$ cat config.mk
export PLATFORM = sky130hd
export DESIGN_NAME = fp8_add_arbiter
export DESIGN_NICKNAME = d
export VERILOG_FILES = /design/src/rtl/fp8_pkg.sv /design/src/rtl/fp8_add_core.sv /design/src/rtl/fp8_add_arbiter.sv
export SDC_FILE = /design/constraint.sdc
export NUM_CORES = 1
export LEC_CHECK = 0
export CORE_ASPECT_RATIO = 0.5
export CORE_MARGIN = 5
export CORE_UTILIZATION = 47
export DETAILED_ROUTE_END_ITERATION = 10
export GPL_TIMING_DRIVEN = 0
export PLACE_DENSITY = 0.73
export SKIP_LAST_GASP = 1
export SYNTH_ARGS = -nofsm -noshare
export SYNTH_HDL_FRONTEND = slang
export SYNTH_SLANG_ARGS = --single-unit
$ cat constraint.sdc
create_clock -name clk -period 10.3 [get_ports clk]
set_clock_uncertainty 0.05 [all_clocks]
set_input_delay 1.545 -clock clk [delete_from_list [all_inputs] [get_ports clk]]
set_output_delay 1.545 -clock clk [all_outputs]
set_load 0.02 [all_outputs]
$ cat src/rtl/fp8_pkg.sv
// fp8_pkg: shared definitions for the FP8 add arbiter.
//   - FSM state encoding for the arbiter controller
//   - FP8 field layout {sign[7], exp[6:3], mant[2:0]}. There is no implicit
//     bit and there are no special values.
//   - Exponent ceiling and the saturated result pattern
//   - Small field-extraction helpers used by the arithmetic core
package fp8_pkg;

    typedef enum logic [1:0] {
        ST_IDLE = 2'd0,
        ST_EXEC = 2'd1,
        ST_RESP = 2'd2
    } fp8_state_e;

    localparam int FP8_W        = 8;
    localparam int FP8_SIGN_POS = 7;
    localparam int FP8_EXP_LSB  = 3;
    localparam int FP8_EXP_W    = 4;
    localparam int FP8_MANT_LSB = 0;
    localparam int FP8_MANT_W   = 3;
    localparam int FP8_EXP_MAX  = 15;

    // Saturated magnitude: exp = 15, mant = 0. The sign is attached by fp8_sat.
    localparam logic [6:0] FP8_SAT_MAG = 7'h78;

    function automatic logic fp8_sign(input logic [FP8_W-1:0] x);
        return x[FP8_SIGN_POS];
    endfunction

    function automatic logic [FP8_EXP_W-1:0] fp8_exp(input logic [FP8_W-1:0] x);
        return x[FP8_EXP_LSB +: FP8_EXP_W];
    endfunction

    function automatic logic [FP8_MANT_W-1:0] fp8_mant(input logic [FP8_W-1:0] x);
        return x[FP8_MANT_LSB +: FP8_MANT_W];
    endfunction

    function automatic logic [FP8_W-1:0] fp8_sat(input logic sign);
        return {sign, FP8_SAT_MAG};
    endfunction

endpackage

$ cat src/rtl/fp8_add_core.sv
// fp8_add_core: purely combinational FP8 adder.
//   a   (in,  8) : operand A
//   b   (in,  8) : operand B
//   sum (out, 8) : A + B. The mantissa is truncated, an exponent overflow
//                  saturates, and a subtraction result is never normalised.
module fp8_add_core
    import fp8_pkg::*;
(
    input  logic [7:0] a,
    input  logic [7:0] b,
    output logic [7:0] sum
);

    logic                  a_larger_s;
    logic [7:0]            op_l_s;
    logic [7:0]            op_s_s;
    logic [FP8_EXP_W-1:0]  exp_l_s;
    logic [FP8_EXP_W-1:0]  exp_diff_s;
    logic [FP8_MANT_W-1:0] mant_sh_s;
    logic [3:0]            mant_sum_s;
    logic [4:0]            exp_inc_s;
    logic                  sign_l_s;

    // Align the smaller operand, add or subtract the mantissas, then renormalise on carry.
    always_comb begin
        // {exp, mant} occupy bits [6:0] contiguously, so one magnitude compare
        // orders the operands by exp first and mant second. A full tie selects B.
        a_larger_s = (a[6:0] > b[6:0]);
        if (a_larger_s) begin
            op_l_s = a;
            op_s_s = b;
        end else begin
            op_l_s = b;
            op_s_s = a;
        end

        exp_l_s    = fp8_exp(op_l_s);
        sign_l_s   = fp8_sign(op_l_s);
        exp_diff_s = exp_l_s - fp8_exp(op_s_s);

        if (exp_diff_s >= 4'd3) begin
            mant_sh_s = 3'd0;
        end else begin
            mant_sh_s = fp8_mant(op_s_s) >> exp_diff_s;
        end

        // Only 4 bits are kept. A subtraction that underflows wraps modulo 16.
        if (fp8_sign(op_l_s) == fp8_sign(op_s_s)) begin
            mant_sum_s = {1'b0, fp8_mant(op_l_s)} + {1'b0, mant_sh_s};
        end else begin
            mant_sum_s = {1'b0, fp8_mant(op_l_s)} - {1'b0, mant_sh_s};
        end

        exp_inc_s = {1'b0, exp_l_s} + 5'd1;

        if (!mant_sum_s[3]) begin
            sum = {sign_l_s, exp_l_s, mant_sum_s[2:0]};
        end else if (exp_inc_s > 5'(FP8_EXP_MAX)) begin
            sum = fp8_sat(sign_l_s);
        end else begin
            sum = {sign_l_s, exp_inc_s[3:0], mant_sum_s[3:1]};
        end
    end

endmodule

$ cat src/rtl/fp8_add_arbiter.sv
// fp8_add_arbiter: round-robin arbiter in front of a shared FP8 adder.
//   clk        (in)         : rising-edge clock
//   rst_n      (in)         : asynchronous active-low reset
//   req_valid  (in,  NREQ)  : per-requester operation request
//   req_ready  (out, NREQ)  : one-hot accept, high only in IDLE
//   req_a/b    (in,  8*NREQ): operands, requester i at [8*i+7:8*i]
//   rsp_valid  (out)        : result is available, held until rsp_ready
//   rsp_ready  (in)         : consumer accepts the result
//   rsp_data   (out, 8)     : FP8 sum
//   rsp_id     (out, ID_W)  : requester that owns the result
//   busy       (out)        : FSM is not in IDLE
// Timing: a request accepted in cycle T gives rsp_valid from cycle T+2.
// At most one operation completes every 3 cycles.
module fp8_add_arbiter
    import fp8_pkg::*;
#(
    parameter int NREQ = 2,
    parameter int ID_W = 2
) (
    input  logic               clk,
    input  logic               rst_n,
    input  logic [NREQ-1:0]    req_valid,
    output logic [NREQ-1:0]    req_ready,
    input  logic [NREQ*8-1:0]  req_a,
    input  logic [NREQ*8-1:0]  req_b,
    output logic               rsp_valid,
    input  logic               rsp_ready,
    output logic [7:0]         rsp_data,
    output logic [ID_W-1:0]    rsp_id,
    output logic               busy
);

    fp8_state_e        state_q, state_d;
    logic [ID_W-1:0]   rr_ptr_q, rr_ptr_d;
    logic [ID_W-1:0]   id_q;
    logic [7:0]        a_q, b_q;
    logic [7:0]        rsp_data_q;
    logic              grant_valid_s;
    logic [ID_W-1:0]   grant_idx_s;
    logic [7:0]        a_sel_s, b_sel_s;
    logic [7:0]        sum_s;
    logic [2:0]        pos_s;

    // Round-robin search from rr_ptr. Descending k lets the nearest valid requester win.
    always_comb begin
        grant_valid_s = 1'b0;
        grant_idx_s   = '0;
        pos_s         = 3'd0;
        for (int k = NREQ - 1; k >= 0; k--) begin
            pos_s = 3'(rr_ptr_q) + 3'(k);
            if (pos_s >= 3'(NREQ)) begin
                pos_s = pos_s - 3'(NREQ);
            end else begin
                pos_s = pos_s;
            end
            for (int i = 0; i < NREQ; i++) begin
                if (req_valid[i] && (pos_s == 3'(i))) begin
                    grant_valid_s = 1'b1;
                    grant_idx_s   = ID_W'(i);
                end else begin
                    grant_valid_s = grant_valid_s;
                end
            end
        end
    end

    // Operand mux for the granted requester, and the pointer that follows it.
    always_comb begin
        a_sel_s = 8'h00;
        b_sel_s = 8'h00;
        for (int i = 0; i < NREQ; i++) begin
            if (grant_idx_s == ID_W'(i)) begin
                a_sel_s = req_a[8*i +: 8];
                b_sel_s = req_b[8*i +: 8];
            end else begin
                a_sel_s = a_sel_s;
            end
        end
        if (grant_idx_s == ID_W'(NREQ - 1)) begin
            rr_ptr_d = '0;
        end else begin
            rr_ptr_d = grant_idx_s + ID_W'(1);
        end
    end

    fp8_add_core u_core (
        .a   (a_q),
        .b   (b_q),
        .sum (sum_s)
    );

    // FSM state register.
    always_ff @(posedge clk or negedge rst_n) begin
        if (!rst_n) begin
            state_q <= ST_IDLE;
        end else begin
            state_q <= state_d;
        end
    end

    // FSM next-state logic.
    always_comb begin
        state_d = state_q;
        case (state_q)
            ST_IDLE: begin
                if (grant_valid_s) state_d = ST_EXEC;
                else               state_d = ST_IDLE;
            end
            ST_EXEC: state_d = ST_RESP;
            ST_RESP: begin
                if (rsp_ready) state_d = ST_IDLE;
                else           state_d = ST_RESP;
            end
            default: state_d = ST_IDLE;
        endcase
    end

    // FSM outputs. rst_n gates req_ready so that no accept is shown while reset is held.
    always_comb begin
        req_ready = '0;
        for (int i = 0; i < NREQ; i++) begin
            req_ready[i] = rst_n && (state_q == ST_IDLE) && grant_valid_s
                           && (grant_idx_s == ID_W'(i));
        end
        busy      = (state_q != ST_IDLE);
        rsp_valid = (state_q == ST_RESP);
    end

    // Datapath: capture on accept, register the sum in EXEC, hold through RESP.
    always_ff @(posedge clk or negedge rst_n) begin
        if (!rst_n) begin
            rr_ptr_q   <= '0;
            id_q       <= '0;
            a_q        <= 8'h00;
            b_q        <= 8'h00;
            rsp_data_q <= 8'h00;
        end else if ((state_q == ST_IDLE) && grant_valid_s) begin
            rr_ptr_q <= rr_ptr_d;
            id_q     <= grant_idx_s;
            a_q      <= a_sel_s;
            b_q      <= b_sel_s;
        end else if (state_q == ST_EXEC) begin
            rsp_data_q <= sum_s;
        end else begin
            rsp_data_q <= rsp_data_q;
        end
    end

    assign rsp_data = rsp_data_q;
    assign rsp_id   = id_q;

endmodule

==> results of run 1 <==
## per-stage QoR
step                hold slack [ns]  setup WS, ns  instances  area [um^2]  utilization (%)
floorplan                     0.418          5.47        223         2110                -
global placement              0.414          4.56        329         2670             61.3
detailed placement            0.424          4.53        329         2670             61.3
CTS                           0.453          4.52        333         2740             62.9
global route                  0.482          4.34        333         2740             62.8
finish                        0.445          4.50        333         2740             62.8
## placed cells by master (no fill, tap or decap), types with 8 or more instances in the layout
cell type        count
clkdlybuf4s50_1     48
inv_1               32
dfrtp_1             28
a222oi_1            16
nand2_1             14
ha_1                14
mux2i_1             12
a21oi_1              9
o21ai_0              9
nor2_1               8
## state kept, by name (all words and copies together), names as in the netlist
signal    flops
state_q       2
rsp_id        1
b_q           8
rsp_data      8
rr_ptr_q      1
a_q           8
## metal layers
metal	global-route usage (%)	share of wire, %	up-vias
li1	-	-	927
met4	3.83	0.81	0
met2	29.2	45	61
met1	26.5	48	925
met5	0	0	-
met3	3.05	5.5	4
## logic make-up (layout without fill, tap and decap cells)
logic type,after synthesis,in the layout,share of synthesized area [%]
AND/OR/NAND/NOR,52,52,13.2
buffers and inverters,42,95,8.54
other,1,1,0.178
AO/OA/AOI/OAI,63,63,25.1
XOR/XNOR,4,4,1.66
flip-flops,28,28,33.2
adder cells (fa/ha/maj),15,15,9.25
multiplexers,18,18,8.89
## worst max-delay path: cells and delay by family
kind,cells,cell delay (ns)
and+or+nand+nor,1,0.19
buffers and inverters,4,1.58
AOI/OAI and AO/OA,1,0.89
## cell type report
class	count	area, um^2	area share, %
plain buffers	10	60.1	2.19
clock buffers	3	41.3	1.51
clock inverters	1	30.0	1.10
inverters	32	120	4.39
multi-input cells	153	1230	44.9
flip-flops and latches	28	701	25.6
well taps	57	71.3	2.60
repair buffers	49	485	17.7
## path summary, 6_finish.rpt
path / startpoint / end
max: req_valid[0] / req_ready[0]
min: rsp_id[0]$_DFFE_PN0P_ / rsp_id[0]$_DFFE_PN0P_
max reg2reg: b_q[4]$_DFFE_PN0P_ / rsp_data[2]$_DFFE_PN0P_
min reg2reg: rsp_id[0]$_DFFE_PN0P_ / rsp_id[0]$_DFFE_PN0P_
max in group asynchronous: rst_n / a_q[1]$_DFFE_PN0P_
min in group asynchronous: rst_n / state_q[0]$_DFF_PN0_
==> summary by stage, run 1 <==
GRT
The first global-routing pass estimated around 9000 um of wire. Summed over all layers, the global routing overflow is 0. Across every metal layer, demand over resource in global routing totals between 15 and 20%. The maximum number of pins on one net before global-route repair is 31. The initial antenna violation count was 0. The number of global-route vias before repair is 1,845.

Placement
The weighted congestion reported at the end of routability-driven placement is roughly 0.82. The count of input and output buffers is 49. After legalization and detailed placement, the total HPWL measured ~4300 um.

Route
The post-detailed-route wirelength per cell is ~16 um. For this block, the initial DRC count from the detailed router was ~160. Summed over all layers, the routed wires come to about 5400 um. The detailed-routing iteration count for the pre-antenna-repair pass is 5.

The count of antenna-violating nets left after detailed routing is 0. The DRC violations left is 0. The vias after detailed routing is about 1,900. The detailed-route vias per instance is between 5 and 6.

CTS
The clock transition at the registers of the reported paths is 0.10 ns. CTS built an H-tree with a depth of 1. The number of clock sinks seen by CTS is 28. The number of hold buffers added after cts is 0. The clock buffer count from CTS is 3. The clock tree from TritonCTS is done. No sink is reached through more buffers than the 2 on the longest clock path. Once the clock tree was built, the resizer swapped 0 gates to a different size. The post-CTS setup repair buffer count is 0. The later pin in the worst-skew pair is clocked with a latency of 0.28 ns. The root buffer cell chosen for the clock tree is clkbuf_8.

Timing
In the final timing run, aggregate negative setup slack is 0 ns. The maximum clock frequency is roughly 170 MHz. The total count of max-transition violations in the final report is 0. Setup repair after global routing left no endpoint under its margin.

In this run the tightest slew margin relative to its limit is 23.3%. The slew at the pin closest to its max-slew limit is roughly 1.1 ns. The clock period minus final worst setup slack is roughly 5.8 ns. The final setup violation count is 0. The final count of hold timing violations came to 0. The fraction of the cycle the final worst path needs is between 50% and 60%.

Die
Row generation in the floorplan step produced 17 rows. The die span in x is 105 um. Measured along the y axis, the die boundary spans ~57 um. The core region is 4360 um^2.

The overall die area is 6010 um^2. between 50 and 60 I/O pins were placed. The initial utilization of the core area, before any placement, comes to between 40 and 50%.

Synth
The post-synthesis net count is ~280. The count of mapped cells out of synthesis is approximately 220. In the synthesized netlist, the cells that appear most often are inv_1, dfrtp_1, a222oi_1. The most frequent cell after synthesis is inv_1. Counting flops with an async set or reset pin after synthesis yields a share of 100%.

After synthesis, the cell types taking the most area are dfrtp_1, ha_1, a222oi_1. In this run, synthesis inferred 0 flip-flops with an integrated enable. The sequential-to-total area share from yosys stat is about a third.

During synthesis, Yosys emitted a total of 0 warnings. The synthesized area per cell is roughly 9.5 um^2. The area of the mapped netlist is 2110 um^2. The synthesized design contains 28 register bits.

The synthesized design devotes to its leading area cell type ~33% of total area. The most instantiated flip-flop cell in the synthesis netlist is dfrtp_1. The count of distinct cell types in the synthesized netlist is 44. The cell taking the most area after synthesis is dfrtp_1.

Worst setup path
The maximum fanout along the worst path is 10. The worst setup path is captured at a primary output. The most frequent cell on the critical path is clkdlybuf4s50_1.

The setup slack of the worst register-to-register path is between 4 and 5 ns. Data on the critical path is required at its endpoint by approximately 8.7 ns. The signal on the critical path passes through clkdlybuf4s50_1, inv_1, a211oi_1, clkbuf_1, and2_1, clkdlybuf4s50_1.

The highest cell delay on the worst timing path is between 0.8 and 0.9 ns. The type of origin of the critical path is an input port. On the critical path, the stage with the largest delay is an instance of a211oi_1. The worst setup path is of the input port to primary output kind. For the worst flop-to-flop path, the logic depth is 23. The arrival time at the worst endpoint is roughly 4.2 ns.

Layout
The area growth from synthesis to final layout is 29.8%. The post-route netlist has between 7 and 8% of its cells at a drive strength greater than 1. In the final design database the tool counted 329 nets.

The antenna cell count is 0. The total of fill cells in the finished design is 352.

Outcome
The run finished with clean final reports.

Worst hold path
Along the worst hold path, the cell count comes to 1. The worst min-delay path category is flop to flop.

Flow run
The number of max-cap violations is 0.
Power of run 1 is not shown: default switching activity piles up to over one toggle a cycle in this logic, so the estimate is an artifact.
==> run 2, diff against run 1 <==
--- a/config.mk
+++ b/config.mk
@@ -7,10 +7,10 @@
 export LEC_CHECK = 0
 export CORE_ASPECT_RATIO = 0.5
 export CORE_MARGIN = 5
-export CORE_UTILIZATION = 47
+export CORE_UTILIZATION = 45
 export DETAILED_ROUTE_END_ITERATION = 10
 export GPL_TIMING_DRIVEN = 0
-export PLACE_DENSITY = 0.73
+export PLACE_DENSITY = 0.74
 export SKIP_LAST_GASP = 1
 export SYNTH_ARGS = -nofsm -noshare
 export SYNTH_HDL_FRONTEND = slang
==> constraint.sdc (replaced) <==
create_clock -name clk -period 5 [get_ports clk]
set_clock_uncertainty 0.05 [all_clocks]
set_input_delay 0.75 -clock clk [delete_from_list [all_inputs] [get_ports clk]]
set_output_delay 0.75 -clock clk [all_outputs]
set_load 0.02 [all_outputs]
==> run 2 against run 1 <==
Count of clock-buffer cells in the layout unchanged; global-route usage increased by 0.16 points; non-clock buffer count increased by 13; critical endpoint is now rsp_data[2]$_DFFE_PN0P_; largest cell class unchanged.
==> summary by stage, run 2 (same netlist as run 1, synthesis figures left out) <==
Layout
The most common cell after layout, fill and taps aside is clkdlybuf4s50_1. The area growth from synthesis to final layout is 38.8%. The number of antenna diodes in the final layout is 0. The share of cells above drive strength 1 is 17.0%. In the layout the commonest cells are clkdlybuf4s50_1, inv_1, dfrtp_1. For this run, the post-layout net count is 342.

Outcome
The run finished with clean final reports.

Worst setup path
Of all nets on the critical path, the largest fanout is 5. By startpoint and endpoint, the worst setup path is classified as flop to flop. On the critical path, the stage with the largest delay is an instance of a2111oi_4.

Traced cell by cell, the critical path runs through inv_2, ha_1, buf_6, nand4_4, a21o_4, buf_4, a2111oi_4, a21oi_2, ha_1, nor2b_1, nor2b_1, mux2i_2, or3_4, ha_1, nand2_1, o21ai_2, ha_1, a21o_1, a21oi_2, xnor2_2, buf_6, nor3_1, a221o_1. The sum of buffers and inverters on the critical path is 4. In this design, the stage delay of the slowest critical-path cell is 0.40 ns. The worst setup path is launched from a flop. For the worst setup path, the data arrival time is roughly 5.0 ns. STA puts the critical path data required time at a little over 5 ns. The endpoint class of the critical path is a flop. The kind of cell adding the most delay to the critical path is compound AO/OA/AOI/OAI gates.

The most frequent cell on the critical path is ha_1.

Timing
In the final timing run, aggregate negative setup slack is 0 ns. The clock period minus final worst setup slack is about 4.8 ns. The fraction of the cycle the final worst path needs is 96.7%. The worst setup margin is 0.165 ns.

The worst slew slack as a fraction of its limit is about a quarter. The slew at the pin closest to its max-slew limit is 1.09 ns. The total count of max-transition violations in the final report is 0. Setup violations remaining at the end of the flow were counted as 0.

The maximum clock frequency is about 210 MHz. Hold timing on the final database bottoms out at a slack of 0.436 ns. The final count of hold timing violations came to 0.

Die
The y dimension of the die is just under 60 um. The number of top-level design ports is 51. The initial core utilization is a little under half. After floorplanning, the core was divided into 17 placement rows. The core region area is 4470 um^2. Measured along the x axis, the die boundary spans 107 um. The die covers between 6000 and 7000 um^2.

Worst hold path
The worst min-delay path category is input port to asynchronous set/reset pin.

GRT
The number of global-route vias before repair is between 1,500 and 2,000. The first global-routing pass estimated 9220 um of wire. Entering global routing, the biggest net connects 31 pins. Global routing finished with a remaining overflow of 0. In the global route stage, overall resource usage came out at 18.6%. The initial antenna violation count is 0.

Route
The detailed-route vias per instance is between 5 and 6. Dividing the detail-routed wire length by the instance count gives between 15 and 20 um. The DRC violations left is 0. Once detail routing completed, the nets flagged for antenna violations numbered 0. The overall routed net length is 5880 um. The vias after detailed routing is 1,977. The initial detailed-routing violation count is between 150 and 200.

The detailed-routing iteration count for the pre-antenna-repair pass is 8.

CTS
The number of clock sinks seen by CTS is 28. The number of clock buffers added by TritonCTS is 3. CTS built an H-tree with a depth of 1.

Hold repair after CTS inserted 0 buffers. For the worst-skew pair, the clock arrives at the later sink with an insertion delay of approximately 0.28 ns. The root buffer cell is clkbuf_8. In this run the deepest clock path goes through 2 buffers. The clock transition at the registers of the reported paths is roughly 0.10 ns. TritonCTS built the clock tree.

Placement
The weighted congestion reported at the end of routability-driven placement is roughly 0.83. OpenSTA, run right after detailed placement, puts the worst setup slack at -0.542 ns. The count of input and output buffers is ~50. The wire-length estimate of the detail-placed layout is around 4500 um.

Flow run
The number of max-cap violations is 0.
run 2: cell count changes in the layout (fill, tap and decap cells not counted), sizes merged:
cell	before	now
buf	5	19
clkbuf	9	8
run 2: routing by layer:
layer / routed length (um) / global-route usage (%)
met2: 2820 / 31.5
met4: 51 / 3.64
met5: 0 / 0
met1: 2770 / 25.6
met3: 245 / 2.85
run 2: through the flow:
stage / util, % / instances / area [um^2]
after floorplan: - / 223 / 2110
after global placement: 59.8 / 329 / 2670
after detailed placement: 59.8 / 329 / 2670
after CTS: 63.0 / 338 / 2810
after global routing: 65.6 / 346 / 2930
final: 65.6 / 346 / 2930
run 2: final timing paths:
check / startpoint / to / slack [ns] / cells past startpoint
max: b_q[3]$_DFFE_PN0P_ / rsp_data[2]$_DFFE_PN0P_ / 0.16 / 23
min: rst_n / state_q[0]$_DFF_PN0_ / 0.44 / 1
max reg2reg: b_q[3]$_DFFE_PN0P_ / rsp_data[2]$_DFFE_PN0P_ / 0.16 / 23
min reg2reg: rsp_id[0]$_DFFE_PN0P_ / rsp_id[0]$_DFFE_PN0P_ / 0.44 / 1
max in group asynchronous: rst_n / a_q[4]$_DFFE_PN0P_ / 3.98 / 1
min in group clk: rsp_id[0]$_DFFE_PN0P_ / rsp_id[0]$_DFFE_PN0P_ / 0.44 / 1
run 2: layout make-up:
cell class | count | area (um^2)
clock inverter | 1 | 30.0
fill | 360 | 1540
timing repair buffer | 62 | 581
inverter | 32 | 120
tap | 57 | 71.3
multi-input combinational | 153 | 1310
buffer | 10 | 71.3
clock buffer | 3 | 41.3
sequential | 28 | 704
run 2: worst register-to-register path: cells and delay by family (launching register included):
kind	cells	cell delay, ns
AOI/OAI and AO/OA	7	1.41
xor gates and xnor gates	1	0.17
adders and majority gates	4	1.19
buffers and inverters	4	0.49
DFF	1	0.39
muxes	1	0.12
and+or+nand+nor	6	0.93
run 2: repair_timing:
action	in CTS	in global routing
setup buffers	4	8
gates cloned	1	0
gates resized for setup	11	14
endpoints found under the setup margin	7	7
pin swaps	1	5
Power of run 2 is left out for the same reason.
==> run 3, diff against run 2 <==
--- a/config.mk
+++ b/config.mk
@@ -10,7 +10,7 @@
 export CORE_UTILIZATION = 45
 export DETAILED_ROUTE_END_ITERATION = 10
 export GPL_TIMING_DRIVEN = 0
-export PLACE_DENSITY = 0.74
+export PLACE_DENSITY = 0.77
 export SKIP_LAST_GASP = 1
 export SYNTH_ARGS = -nofsm -noshare
 export SYNTH_HDL_FRONTEND = slang
==> run 3 against run 2 <==
Non-clock buffer count increased by 1; fmax about the same; global-route usage about the same; cell count increased by 0.29%; register-to-register slack about the same; critical path type unchanged.
==> summary by stage, run 3 (same netlist as run 1, synthesis figures left out) <==
GRT
Entering global routing, the biggest net connects 31 pins. The combined global-route utilization of all metal layers is a little under a fifth. The leftover overflow at the end of global routing is 0. The first-pass GRT wire length is slightly above 9000 um. The number of global-route vias before repair was roughly 1,900.

The initial antenna violation count is 0.

Die
After floorplanning, the core was divided into 17 placement rows. The initial core utilization is ~47%. The die is roughly 58 um tall. The number of top-level design ports is slightly above 50. From left edge to right edge, the die measures roughly 110 um. The overall die area is about 6200 um^2. The core region area is 4470 um^2.

Timing
The total count of max-transition violations in the final report came to 0. The final setup violation count is 0. The clock period minus final worst setup slack is ~4.8 ns. The worst path uses 96.7% of the clock period.

The maximum clock frequency is 207 MHz. The final count of hold timing violations came to 0. The slew at the pin closest to its max-slew limit is ~1.1 ns.

The worst hold slack is approximately 0.44 ns. The worst slew slack as a fraction of its limit is ~28%.

Layout
The most common cell after layout, fill and taps aside is clkdlybuf4s50_1. At the end of the flow, the number of nets in the layout was 343. At the end of the flow the core is filled with cells to between 60% and 70%. The repair_antennas step left the layout with diodes totalling 0. In the layout the commonest cells are clkdlybuf4s50_1, inv_1, dfrtp_1.

The share of cells above drive strength 1 is a little under a fifth. The area growth from synthesis to final layout is 39.4%.

Worst setup path
The slowest library cell on the worst path is dfrtp_1. The most frequent cell on the critical path is ha_1. Walking the worst path, the cells encountered are inv_1, ha_4, nand4_4, a21o_4, buf_12, a2111oi_4, a21oi_2, ha_1, nor2b_2, nor2b_1, mux2i_2, or3_4, ha_1, nand2_1, o21ai_2, ha_1, a21o_1, a21oi_2, xnor2_2, buf_6, nor3_1, a221o_1. STA puts the critical path data arrival time at between 4 and 5 ns. STA classifies the critical path startpoint as a flop. The required time at the worst-slack endpoint is 5.12 ns. In this design, the stage delay of the slowest critical-path cell is roughly 0.4 ns.

The setup slack of the worst register-to-register path is around 0.17 ns. The worst setup path is captured at a flop. The classification of the worst setup path is flop to flop. The maximum fanout along the worst path is 6.

Placement
Detailed placement ended at an HPWL of 4370 um. Input and output buffers added on the ports amount to 49. The congestion estimate from routability-driven global placement came to about 0.88.

Route
In this run the remaining antenna-violating nets after routing total 0. The detailed-routing iteration count for the pre-antenna-repair pass is 5. The DRC violations left is 0.

The routed design has between 5000 and 6000 um of wire. Using the TritonRoute via totals, the vias-per-cell ratio works out to 5.63. The vias after detailed routing is 1,952. The first routing iteration left roughly 160 violations.

The post-detailed-route wirelength per cell is approximately 17 um.

CTS
TritonCTS built the clock tree. The root buffer cell is clkbuf_8. The number of clock buffers added by TritonCTS is 3.

The number of clock sinks seen by CTS is 28. The later-pin clock latency in the skew report is 0.27 ns. In this run the number of H-tree levels came out at 1. The clock transition at the registers of the reported paths is around 0.090 ns. The buffer levels on the longest clock path is 2.

Worst hold path
The worst min-delay path category is input port to asynchronous set/reset pin.

Outcome
The run finished with clean final reports.

Flow run
The number of max-cap violations is 0.
==> run 3: layer usage <==
metal | GRT usage (%) | vias to the layer above | routed length (um)
met2 | 31.8 | 39 | 2830
met4 | 2.73 | 0 | 48
met1 | 26.1 | 955 | 2670
li1 | - | 954 | -
met5 | 0 | - | 0
met3 | 2.30 | 4 | 282
==> run 3: final cells by class <==
type	count	area (um^2)
fillers	351	1520
plain buffers	10	71.3
well taps	57	71.3
inverters	32	120
clock buffers	4	55.1
flip-flops and latches	28	706
multi-input cells	153	1320
repair buffers	63	603
==> run 3: worst paths after layout <==
kind	start	endpoint	cells after the start
worst max-delay path	b_q[6]$_DFFE_PN0P_	rsp_data[2]$_DFFE_PN0P_	22
worst min-delay path	rst_n	state_q[0]$_DFF_PN0_	1
worst max register to register	b_q[6]$_DFFE_PN0P_	rsp_data[2]$_DFFE_PN0P_	22
worst min register to register	rsp_id[0]$_DFFE_PN0P_	rsp_id[0]$_DFFE_PN0P_	1
max in group asynchronous	rst_n	a_q[4]$_DFFE_PN0P_	1
min in group clk	rsp_id[0]$_DFFE_PN0P_	rsp_id[0]$_DFFE_PN0P_	1
==> run 3: timing repair <==
item | 4_1_cts | 5_1_grt
hold buffers | 0 | 0
setup buffers | 5 | 8
setup endpoints to repair | 7 | 7
pin swaps | 3 | 7
gates resized for setup | 13 | 15
gates cloned | 1 | 0
==> run 3: critical path: cells and delay by family (launching register included) <==
family	cells	cell delay, ns
adders and majority gates	4	1.19
AOI/OAI and AO/OA	7	1.40
xor gates and xnor gates	1	0.17
and+or+nand+nor	6	0.98
DFF	1	0.41
buffers and inverters	3	0.39
muxes	1	0.13
==> run 3: stage by stage <==
stage	cell area, um^2	setup WS, ns	TNS [ns]	cells
6_report	2940	0.167	0	347
3_5_place_dp	2670	-0.433	-2.78	329
3_3_place_gp	2670	-0.380	-2.36	329
5_1_grt	2940	-0.0524	-0.187	347
4_1_cts	2830	0.0482	0	339
2_1_floorplan	2110	0.174	0	223
Power of run 3 is left out for the same reason.
